===== src/rtl/core_ctrl_pkg.sv =====
// Shared definitions for the core controller and its interrupt context stack.
// Contents:
//   STATE_W  - width of the controller state encoding
//   state_e  - controller states (encoding 7 is unused and recovers to IDLE)
//   clog2    - ceiling log2 for deriving parameter widths
package core_ctrl_pkg;

  localparam int STATE_W = 3;

  typedef enum logic [STATE_W-1:0] {
    ST_IDLE    = 3'd0,
    ST_RUN     = 3'd1,
    ST_DRAIN   = 3'd2,
    ST_HANDLER = 3'd3,
    ST_FLUSH   = 3'd4,
    ST_DONE    = 3'd5,
    ST_FAULT   = 3'd6
  } state_e;

  // Ceiling log2. Returns 0 for values of 0 or 1.
  function automatic int clog2(input int value);
    int result;
    int v;
    result = 0;
    v      = value - 1;
    while (v > 0) begin
      result = result + 1;
      v      = v >> 1;
    end
    return result;
  endfunction

endpackage


===== src/rtl/irq_ctx_stack.sv =====
// LIFO of interrupt ids for nested handlers.
// Ports:
//   clk, rst       - clock, asynchronous active-high reset
//   push, pop      - push din / pop the top entry (never asserted together)
//   clear          - synchronous empty, takes precedence over push/pop
//   din            - id to push
//   top            - registered copy of the top entry, 0 when empty
//   level          - number of entries held
//   full, empty    - occupancy flags
module irq_ctx_stack
  import core_ctrl_pkg::*;
#(
  parameter int NEST_DEPTH = 2,
  parameter int ID_W       = 2,
  parameter int LVL_W      = clog2(NEST_DEPTH + 1)
) (
  input  logic             clk,
  input  logic             rst,
  input  logic             push,
  input  logic             pop,
  input  logic             clear,
  input  logic [ID_W-1:0]  din,
  output logic [ID_W-1:0]  top,
  output logic [LVL_W-1:0] level,
  output logic             full,
  output logic             empty
);

  logic [ID_W-1:0]  mem_q [NEST_DEPTH];
  logic [LVL_W-1:0] level_q;
  logic [ID_W-1:0]  top_q;
  logic [ID_W-1:0]  below_top;
  logic             do_push;
  logic             do_pop;

  assign full    = (level_q == LVL_W'(NEST_DEPTH));
  assign empty   = (level_q == '0);
  assign do_push = push && !clear && !full;
  assign do_pop  = pop && !clear && !push && !empty;

  // Entry that becomes the new top after a pop (slot level-2).
  always_comb begin
    below_top = '0;
    for (int i = 0; i < NEST_DEPTH; i++) begin
      if (int'(level_q) == i + 2) below_top = mem_q[i];
    end
  end

  for (genvar gi = 0; gi < NEST_DEPTH; gi++) begin : g_slot
    logic [ID_W-1:0] slot_q;
    always_ff @(posedge clk or posedge rst) begin
      if (rst) begin
        slot_q <= '0;
      end else if (do_push && (int'(level_q) == gi)) begin
        slot_q <= din;
      end
    end
    assign mem_q[gi] = slot_q;
  end

  // The top is kept in its own register so irq_id is a clean flop output.
  always_ff @(posedge clk or posedge rst) begin
    if (rst) begin
      level_q <= '0;
      top_q   <= '0;
    end else if (clear) begin
      level_q <= '0;
      top_q   <= '0;
    end else if (do_push) begin
      level_q <= level_q + LVL_W'(1);
      top_q   <= din;
    end else if (do_pop) begin
      level_q <= level_q - LVL_W'(1);
      top_q   <= below_top;
    end
  end

  assign top   = top_q;
  assign level = level_q;

endmodule


===== src/rtl/core_controller_irq_fsm.sv =====
// Core controller: sequences the pipeline through idle, run, interrupt
// drain/handler (with prioritised, maskable, nested interrupts), full flush,
// done and a watchdog fault state.
// Ports:
//   clk, rst                      - clock, asynchronous active-high reset
//   master_reset                  - synchronous hard reset to IDLE
//   start_program, program_done   - boot / completion handshakes
//   reset_trigger                 - soft reset, forces a full flush
//   irq_req, irq_mask             - level requests, 1 = masked; index 0 wins
//   ret_from_irq                  - handler return pulse
//   fetch_ready, all_ready,
//   data_mem_reset_able           - drain / flush completion conditions
//   state_out                     - current state encoding
//   begin_execution ... fault_flag - registered control outputs
//   irq_ack, csr_swap_context     - one-cycle pulses on push/pop
//   irq_id, nest_level            - top-of-stack id and stack depth
module core_controller_irq_fsm
  import core_ctrl_pkg::*;
#(
  parameter int NUM_IRQ       = 4,
  parameter int NEST_DEPTH    = 2,
  parameter int TIMEOUT_W     = 8,
  parameter int FLUSH_TIMEOUT = 200,
  parameter int ID_W          = (clog2(NUM_IRQ) < 1) ? 1 : clog2(NUM_IRQ),
  parameter int LVL_W         = clog2(NEST_DEPTH + 1)
) (
  input  logic               clk,
  input  logic               rst,
  input  logic               master_reset,
  input  logic               start_program,
  input  logic               program_done,
  input  logic               reset_trigger,
  input  logic [NUM_IRQ-1:0] irq_req,
  input  logic [NUM_IRQ-1:0] irq_mask,
  input  logic               ret_from_irq,
  input  logic               fetch_ready,
  input  logic               all_ready,
  input  logic               data_mem_reset_able,
  output logic [STATE_W-1:0] state_out,
  output logic               begin_execution,
  output logic               flush_partial,
  output logic               flush_full,
  output logic               global_reset,
  output logic               data_mem_stop_request_overide,
  output logic               csr_swap_context,
  output logic               run_irq_handler,
  output logic [NUM_IRQ-1:0] irq_ack,
  output logic [ID_W-1:0]    irq_id,
  output logic [LVL_W-1:0]   nest_level,
  output logic               done_flag,
  output logic               fault_flag
);

  localparam logic [TIMEOUT_W-1:0] WD_LIMIT = TIMEOUT_W'(FLUSH_TIMEOUT);

  state_e               state_q, state_d;
  logic [ID_W-1:0]      lat_id_q, lat_id_d;
  logic [TIMEOUT_W-1:0] wd_q, wd_d, wd_inc;
  logic [NUM_IRQ-1:0]   ack_q, ack_d;
  logic                 swap_q, swap_d;
  logic                 begin_exec_q, flush_partial_q, flush_full_q;
  logic                 global_reset_q, mem_stop_q, run_handler_q;
  logic                 done_q, fault_q;

  logic [NUM_IRQ-1:0]   eligible;
  logic                 any_elig;
  logic [ID_W-1:0]      winner;

  logic                 stk_push, stk_pop, stk_clear;
  logic [ID_W-1:0]      stk_top;
  logic [LVL_W-1:0]     stk_level;
  logic                 stk_full, stk_empty;

  assign eligible = irq_req & ~irq_mask;
  assign any_elig = |eligible;
  assign wd_inc   = wd_q + TIMEOUT_W'(1);

  // Priority encoder: scanning downward leaves the lowest set index.
  always_comb begin
    winner = '0;
    for (int i = NUM_IRQ - 1; i >= 0; i--) begin
      if (eligible[i]) winner = ID_W'(i);
    end
  end

  irq_ctx_stack #(
    .NEST_DEPTH (NEST_DEPTH),
    .ID_W       (ID_W),
    .LVL_W      (LVL_W)
  ) u_stack (
    .clk   (clk),
    .rst   (rst),
    .push  (stk_push),
    .pop   (stk_pop),
    .clear (stk_clear),
    .din   (lat_id_q),
    .top   (stk_top),
    .level (stk_level),
    .full  (stk_full),
    .empty (stk_empty)
  );

  always_comb begin
    state_d   = state_q;
    lat_id_d  = lat_id_q;
    wd_d      = wd_q;
    ack_d     = '0;
    swap_d    = 1'b0;
    stk_push  = 1'b0;
    stk_pop   = 1'b0;
    stk_clear = 1'b0;

    case (state_q)
      ST_IDLE: begin
        if (start_program) state_d = ST_RUN;
      end
      ST_RUN: begin
        if (reset_trigger) begin
          state_d   = ST_FLUSH;
          stk_clear = 1'b1;
          wd_d      = '0;
        end else if (any_elig) begin
          lat_id_d = winner;
          wd_d     = '0;
          state_d  = ST_DRAIN;
        end else if (program_done) begin
          state_d = ST_DONE;
        end
      end
      ST_DRAIN: begin
        // Ready in the limit cycle still completes the drain.
        if (fetch_ready && data_mem_reset_able) begin
          stk_push = 1'b1;
          ack_d    = NUM_IRQ'(1) << lat_id_q;
          swap_d   = 1'b1;
          wd_d     = '0;
          state_d  = ST_HANDLER;
        end else if (wd_inc == WD_LIMIT) begin
          wd_d    = wd_inc;
          state_d = ST_FAULT;
        end else begin
          wd_d = wd_inc;
        end
      end
      ST_HANDLER: begin
        if (reset_trigger) begin
          state_d   = ST_FLUSH;
          stk_clear = 1'b1;
          wd_d      = '0;
        end else if (ret_from_irq && !stk_empty) begin
          // Return beats a simultaneous preempting request; the request is
          // seen again next cycle against the new top.
          stk_pop = 1'b1;
          swap_d  = 1'b1;
          if (stk_level == LVL_W'(1)) state_d = ST_RUN;
        end else if (any_elig && (winner < stk_top) && !stk_full) begin
          lat_id_d = winner;
          wd_d     = '0;
          state_d  = ST_DRAIN;
        end
      end
      ST_FLUSH: begin
        if (all_ready && data_mem_reset_able) begin
          wd_d    = '0;
          state_d = ST_IDLE;
        end else if (wd_inc == WD_LIMIT) begin
          wd_d    = wd_inc;
          state_d = ST_FAULT;
        end else begin
          wd_d = wd_inc;
        end
      end
      ST_DONE:  state_d = ST_DONE;
      ST_FAULT: state_d = ST_FAULT;
      default: begin
        state_d   = ST_IDLE;
        stk_clear = 1'b1;
        wd_d      = '0;
      end
    endcase

    if (master_reset) begin
      state_d   = ST_IDLE;
      lat_id_d  = '0;
      wd_d      = '0;
      ack_d     = '0;
      swap_d    = 1'b0;
      stk_push  = 1'b0;
      stk_pop   = 1'b0;
      stk_clear = 1'b1;
    end
  end

  // Level outputs are decoded from the next state and registered, so they
  // line up with state_q and carry no combinational path from the inputs.
  always_ff @(posedge clk or posedge rst) begin
    if (rst) begin
      state_q         <= ST_IDLE;
      lat_id_q        <= '0;
      wd_q            <= '0;
      ack_q           <= '0;
      swap_q          <= 1'b0;
      begin_exec_q    <= 1'b0;
      flush_partial_q <= 1'b0;
      flush_full_q    <= 1'b0;
      global_reset_q  <= 1'b0;
      mem_stop_q      <= 1'b0;
      run_handler_q   <= 1'b0;
      done_q          <= 1'b0;
      fault_q         <= 1'b0;
    end else begin
      state_q         <= state_d;
      lat_id_q        <= lat_id_d;
      wd_q            <= wd_d;
      ack_q           <= ack_d;
      swap_q          <= swap_d;
      begin_exec_q    <= (state_d == ST_RUN) || (state_d == ST_HANDLER);
      flush_partial_q <= (state_d == ST_DRAIN);
      flush_full_q    <= (state_d == ST_FLUSH);
      global_reset_q  <= (state_d == ST_FLUSH) || (state_d == ST_FAULT);
      mem_stop_q      <= (state_d == ST_DRAIN) || (state_d == ST_FLUSH);
      run_handler_q   <= (state_d == ST_HANDLER);
      done_q          <= (state_d == ST_DONE);
      fault_q         <= (state_d == ST_FAULT);
    end
  end

  assign state_out                     = state_q;
  assign begin_execution               = begin_exec_q;
  assign flush_partial                 = flush_partial_q;
  assign flush_full                    = flush_full_q;
  assign global_reset                  = global_reset_q;
  assign data_mem_stop_request_overide = mem_stop_q;
  assign csr_swap_context              = swap_q;
  assign run_irq_handler               = run_handler_q;
  assign irq_ack                       = ack_q;
  assign irq_id                        = stk_top;
  assign nest_level                    = stk_level;
  assign done_flag                     = done_q;
  assign fault_flag                    = fault_q;

endmodule


===== config.mk =====
export PLATFORM = sky130hd
export DESIGN_NAME = core_controller_irq_fsm
export DESIGN_NICKNAME = d
export VERILOG_FILES = /design/src/rtl/core_ctrl_pkg.sv /design/src/rtl/irq_ctx_stack.sv /design/src/rtl/core_controller_irq_fsm.sv
export SDC_FILE = /design/constraint.sdc
export NUM_CORES = 1
export LEC_CHECK = 0
export ABC_AREA = 0
export CELL_PAD_IN_SITES_DETAIL_PLACEMENT = 1
export CELL_PAD_IN_SITES_GLOBAL_PLACEMENT = 2
export CORE_MARGIN = 8
export CORE_UTILIZATION = 36
export DETAILED_ROUTE_END_ITERATION = 10
export PLACE_DENSITY = 0.83
export SLEW_MARGIN = 20
export SYNTH_ARGS = -nofsm -noshare
export SYNTH_HDL_FRONTEND = slang
export SYNTH_SLANG_ARGS = --single-unit

===== constraint.sdc =====
create_clock -name clk -period 3.7 [get_ports clk]
set_input_delay 0.74 -clock clk [delete_from_list [all_inputs] [get_ports clk]]
set_output_delay 0.74 -clock clk [all_outputs]
set_load 0.005 [all_outputs]

==> results by group <==
Run status
  – Outcome: finished, final reports clean

Timing
  – Final Max Tran Viols: 0
  – Slew headroom: 0.531
  – Worst slew pin tran: 0.703 ns
  – Final setup fails: 0
  – Final TNS setup: 0 ns
  – Achievable frequency: 325 MHz
  – Fin worst setup slack: 0.627 ns
  – Min Tclk post-route: 3.07 ns
  – Share of the clock period used by the worst path: 0.831
  – RSZ-0062 raised after global routing: no
  – Worst hold slack: 0.512 ns
  – Clock skew: 0.00958 ns
  – Final hold vios: 0

Clocking
  – CTS Buf Count: 5
  – Hold Buf Count CTS: 0
  – Max Root-Sink Buffers: 2
  – Post-CTS Resized: 0
  – Setup Buffers After CTS: 0
  – Clock latency on the worst-skew pair: 0.29 ns
  – CTS H-Tree Depth: 2
  – CTS root buffer: clkbuf_8
  – CTS clock-pin slew for the worst setup and hold paths: 0.07 ns
  – CTS tree: yes
  – Clock Sinks: 34

Route
  – First-pass detailed-route iteration total: 4
  – WL/cell: 17.2 µm
  – Initial DRC Count: 47
  – Post-route DRC violation count: 0
  – Drt total wl: 5620 µm
  – Vias: 1,738
  – Final ANT Viol Nets: 0
  – Via/cell ratio: 5.31

Hold path
  – WHS Path Cells: 1
  – Hold Path Sink: u_stack.g_slot[0].slot_q[1]
  – Hold_sp: u_stack.g_slot[0].slot_q[1]
  – Hold crit path type: reg -> reg

Critical path
  – Family with the most delay on the worst path: compound AO/OA/AOI/OAI gates
  – R2r startpoint: state_out[1]
  – R2R cell count: 4
  – Worst Path Arrival: 3.26 ns
  – Critical Path RT: 3.89 ns
  – CP Max Fanout: 9
  – CP startpoint kind: primary input
  – Crit-path cells: clkdlybuf4s50_1, nand2b_1, nand2_1, a21oi_1, ha_1, a211oi_1, o211ai_2, a311oi_4, nor4b_4
  – CP bufs+invs: 1
  – FF-to-FF setup slack: 1.38 ns
  – Worst setup EP type: flop
  – Reg2reg end: u_stack.g_slot[1].slot_q[0]
  – Critical path type: in -> reg
  – Worst path max stage delay: 0.55 ns
  – Slowest-stage cell, CP: a311oi_4

Synthesis
  – Warnings from Yosys: 0
  – Commonest register cell after synthesis: dfrtp_1
  – Yosys top cell area share: 0.399
  – Post-synth EDFFs: 0
  – Seq/Total Area, Yosys: 0.399
  – Largest area contributor in the netlist: dfrtp_1
  – Synth Register Bits: 34
  – Post-synthesis cell count: 212
  – Synth area leaders: dfrtp_1 40%, ha_1 3.5%, nand2_1 3.5%
  – Mapped Avg Cell Area: 10.1 µm²
  – Cell Area, Synth: 2130 µm²
  – Syn nets: 236
  – Distinct cells, synth: 61
  – Async S/R FF share, synth: 1.00

Global route
  – First-pass GRT wire length: 9580 µm
  – Total GRT Usage: 0.140
  – Total grt overflow: 0
  – Vias in the first global route: 1,869
  – Initial antenna violation count: 0
  – Largest net degree at the start of global routing: 22

Layout
  – Share of cells above drive strength 1: 0.147
  – FILL cells: 695
  – Fin nets: 275
  – Final Core Density: 0.458
  – Layout area overhead: 24.8%
  – Fin area: 2660 µm²
  – Most frequent cells in the layout: 37 x clkdlybuf4s50_1, 34 x dfrtp_1, 20 x nand2_1, 14 x nor2_1, 12 x inv_1
  – Non-Filler Instances: 327
  – Diode count: 0
  – Commonest non-fill, non-tap cell in the layout: clkdlybuf4s50_1

Die
  – Core Box Area: 5820 µm²
  – Initial Utilization: 0.367
  – I/O pin cnt: 38
  – Die ar.: 8650 µm²
  – Row count: 28
  – Die H: 93.0 µm
  – Chip Width: 93.0 µm

Power and ir drop
  – PwrDens: 327 nW/µm²
  – Leak: 1.11 nW
  – Worst vdd rail ir drop: 0.137 mV
  – Power Total: 0.871 mW

Placement
  – DP Cell Count: 319
  – Post-DP Area: 2570 µm²
  – Pre-CTS WS: 0.332 ns
  – Final RePlAce weighted congestion: 0.767
  – Port buffer count: 37
  – Post-DP HPWL: 4280 µm

Run
  – Max-cap violation count: 0
-- power by group --
part / total (mW) / internal [mW] / switching, mW
Combinational: 0.181 / 0.0850 / 0.0957
Sequential: 0.401 / 0.383 / 0.0187
Clock: 0.289 / 0.150 / 0.139
-- synthesized netlist by cell type (all sizes together) (2+ instances only) --
master,number
dfrtp,34
o21ai,8
nor3b,6
o31ai,2
o311ai,2
o21a,2
a21boi,2
nor4bb,2
nand2b,10
nor4,5
a211oi,3
inv,12
ha,6
nor3,11
a31o,2
and3,5
a21oi,8
buf,6
nor2b,5
a311oi,2
mux2,7
nand3,6
o211a,2
nand2,20
nor4b,3
a31oi,2
nor2,14
and4,2
or2,2
-- kinds of logic (layout without fill, tap and decap cells) --
| group | after synthesis | after routing | synth area share |
|---|---|---|---|
| flops | 34 | 34 | 0.399 |
| fa+ha+maj | 6 | 6 | 0.0352 |
| buf+inv | 19 | 59 | 0.0410 |
| mux | 8 | 8 | 0.0434 |
| simple gates | 99 | 99 | 0.292 |
| compound gates | 45 | 45 | 0.186 |
| xor+xnor | 1 | 1 | 0.00411 |
-- worst reg2reg max path: stages (launching register included) --
cell     delay, ns
dfrtp_1       0.80
nand3_1       0.37
nor4b_4       0.58
nand2_1       0.17
mux2_2        0.29
-- routing by layer --
metal	GRT usage	vias to the layer above	wire, µm
met1	0.174	857	2620
met3	0.0248	4	204
met2	0.237	25	2730
met5	0	-	0
li1	-	852	-
met4	0.0483	0	63
-- how the worst max path moves through the flow --
stage,slack [ns],cells past startpoint,start,to
2_1_floorplan,1.09,8,irq_mask[0],fault_flag
3_3_place_gp,0.39,9,irq_mask[0],fault_flag
3_5_place_dp,0.33,9,irq_mask[0],fault_flag
4_1_cts,0.63,9,irq_mask[0],fault_flag
5_1_grt,0.38,9,irq_mask[0],fault_flag
6_report,0.63,9,irq_mask[0],fault_flag
-- flip-flops by register name, indices dropped and copies added, names as in the netlist --
| register | flops |
|---|---|
| begin_execution | 1 |
| csr_swap_context | 1 |
| data_mem_stop_request_overide | 1 |
| done_flag | 1 |
| fault_flag | 1 |
| flush_full | 1 |
| flush_partial | 1 |
| global_reset | 1 |
| irq_ack | 4 |
| lat_id_q | 2 |
| run_irq_handler | 1 |
| state_out | 3 |
| u_stack.g_slot.slot_q | 4 |
| u_stack.level | 2 |
| u_stack.top | 2 |
| wd_q | 8 |
-- area by class of cell --
class,count,area (µm²),share of cell area
multi-input cells,159,1190,0.449
flip-flops and latches,34,851,0.320
repair buffers,39,385,0.145
well taps,75,93.8,0.0353
clock buffers,7,86.3,0.0324
inverters,12,45.0,0.0169
clock inverters,1,5.00,0.00188
Note: power is estimated with default switching activity, not from simulation.
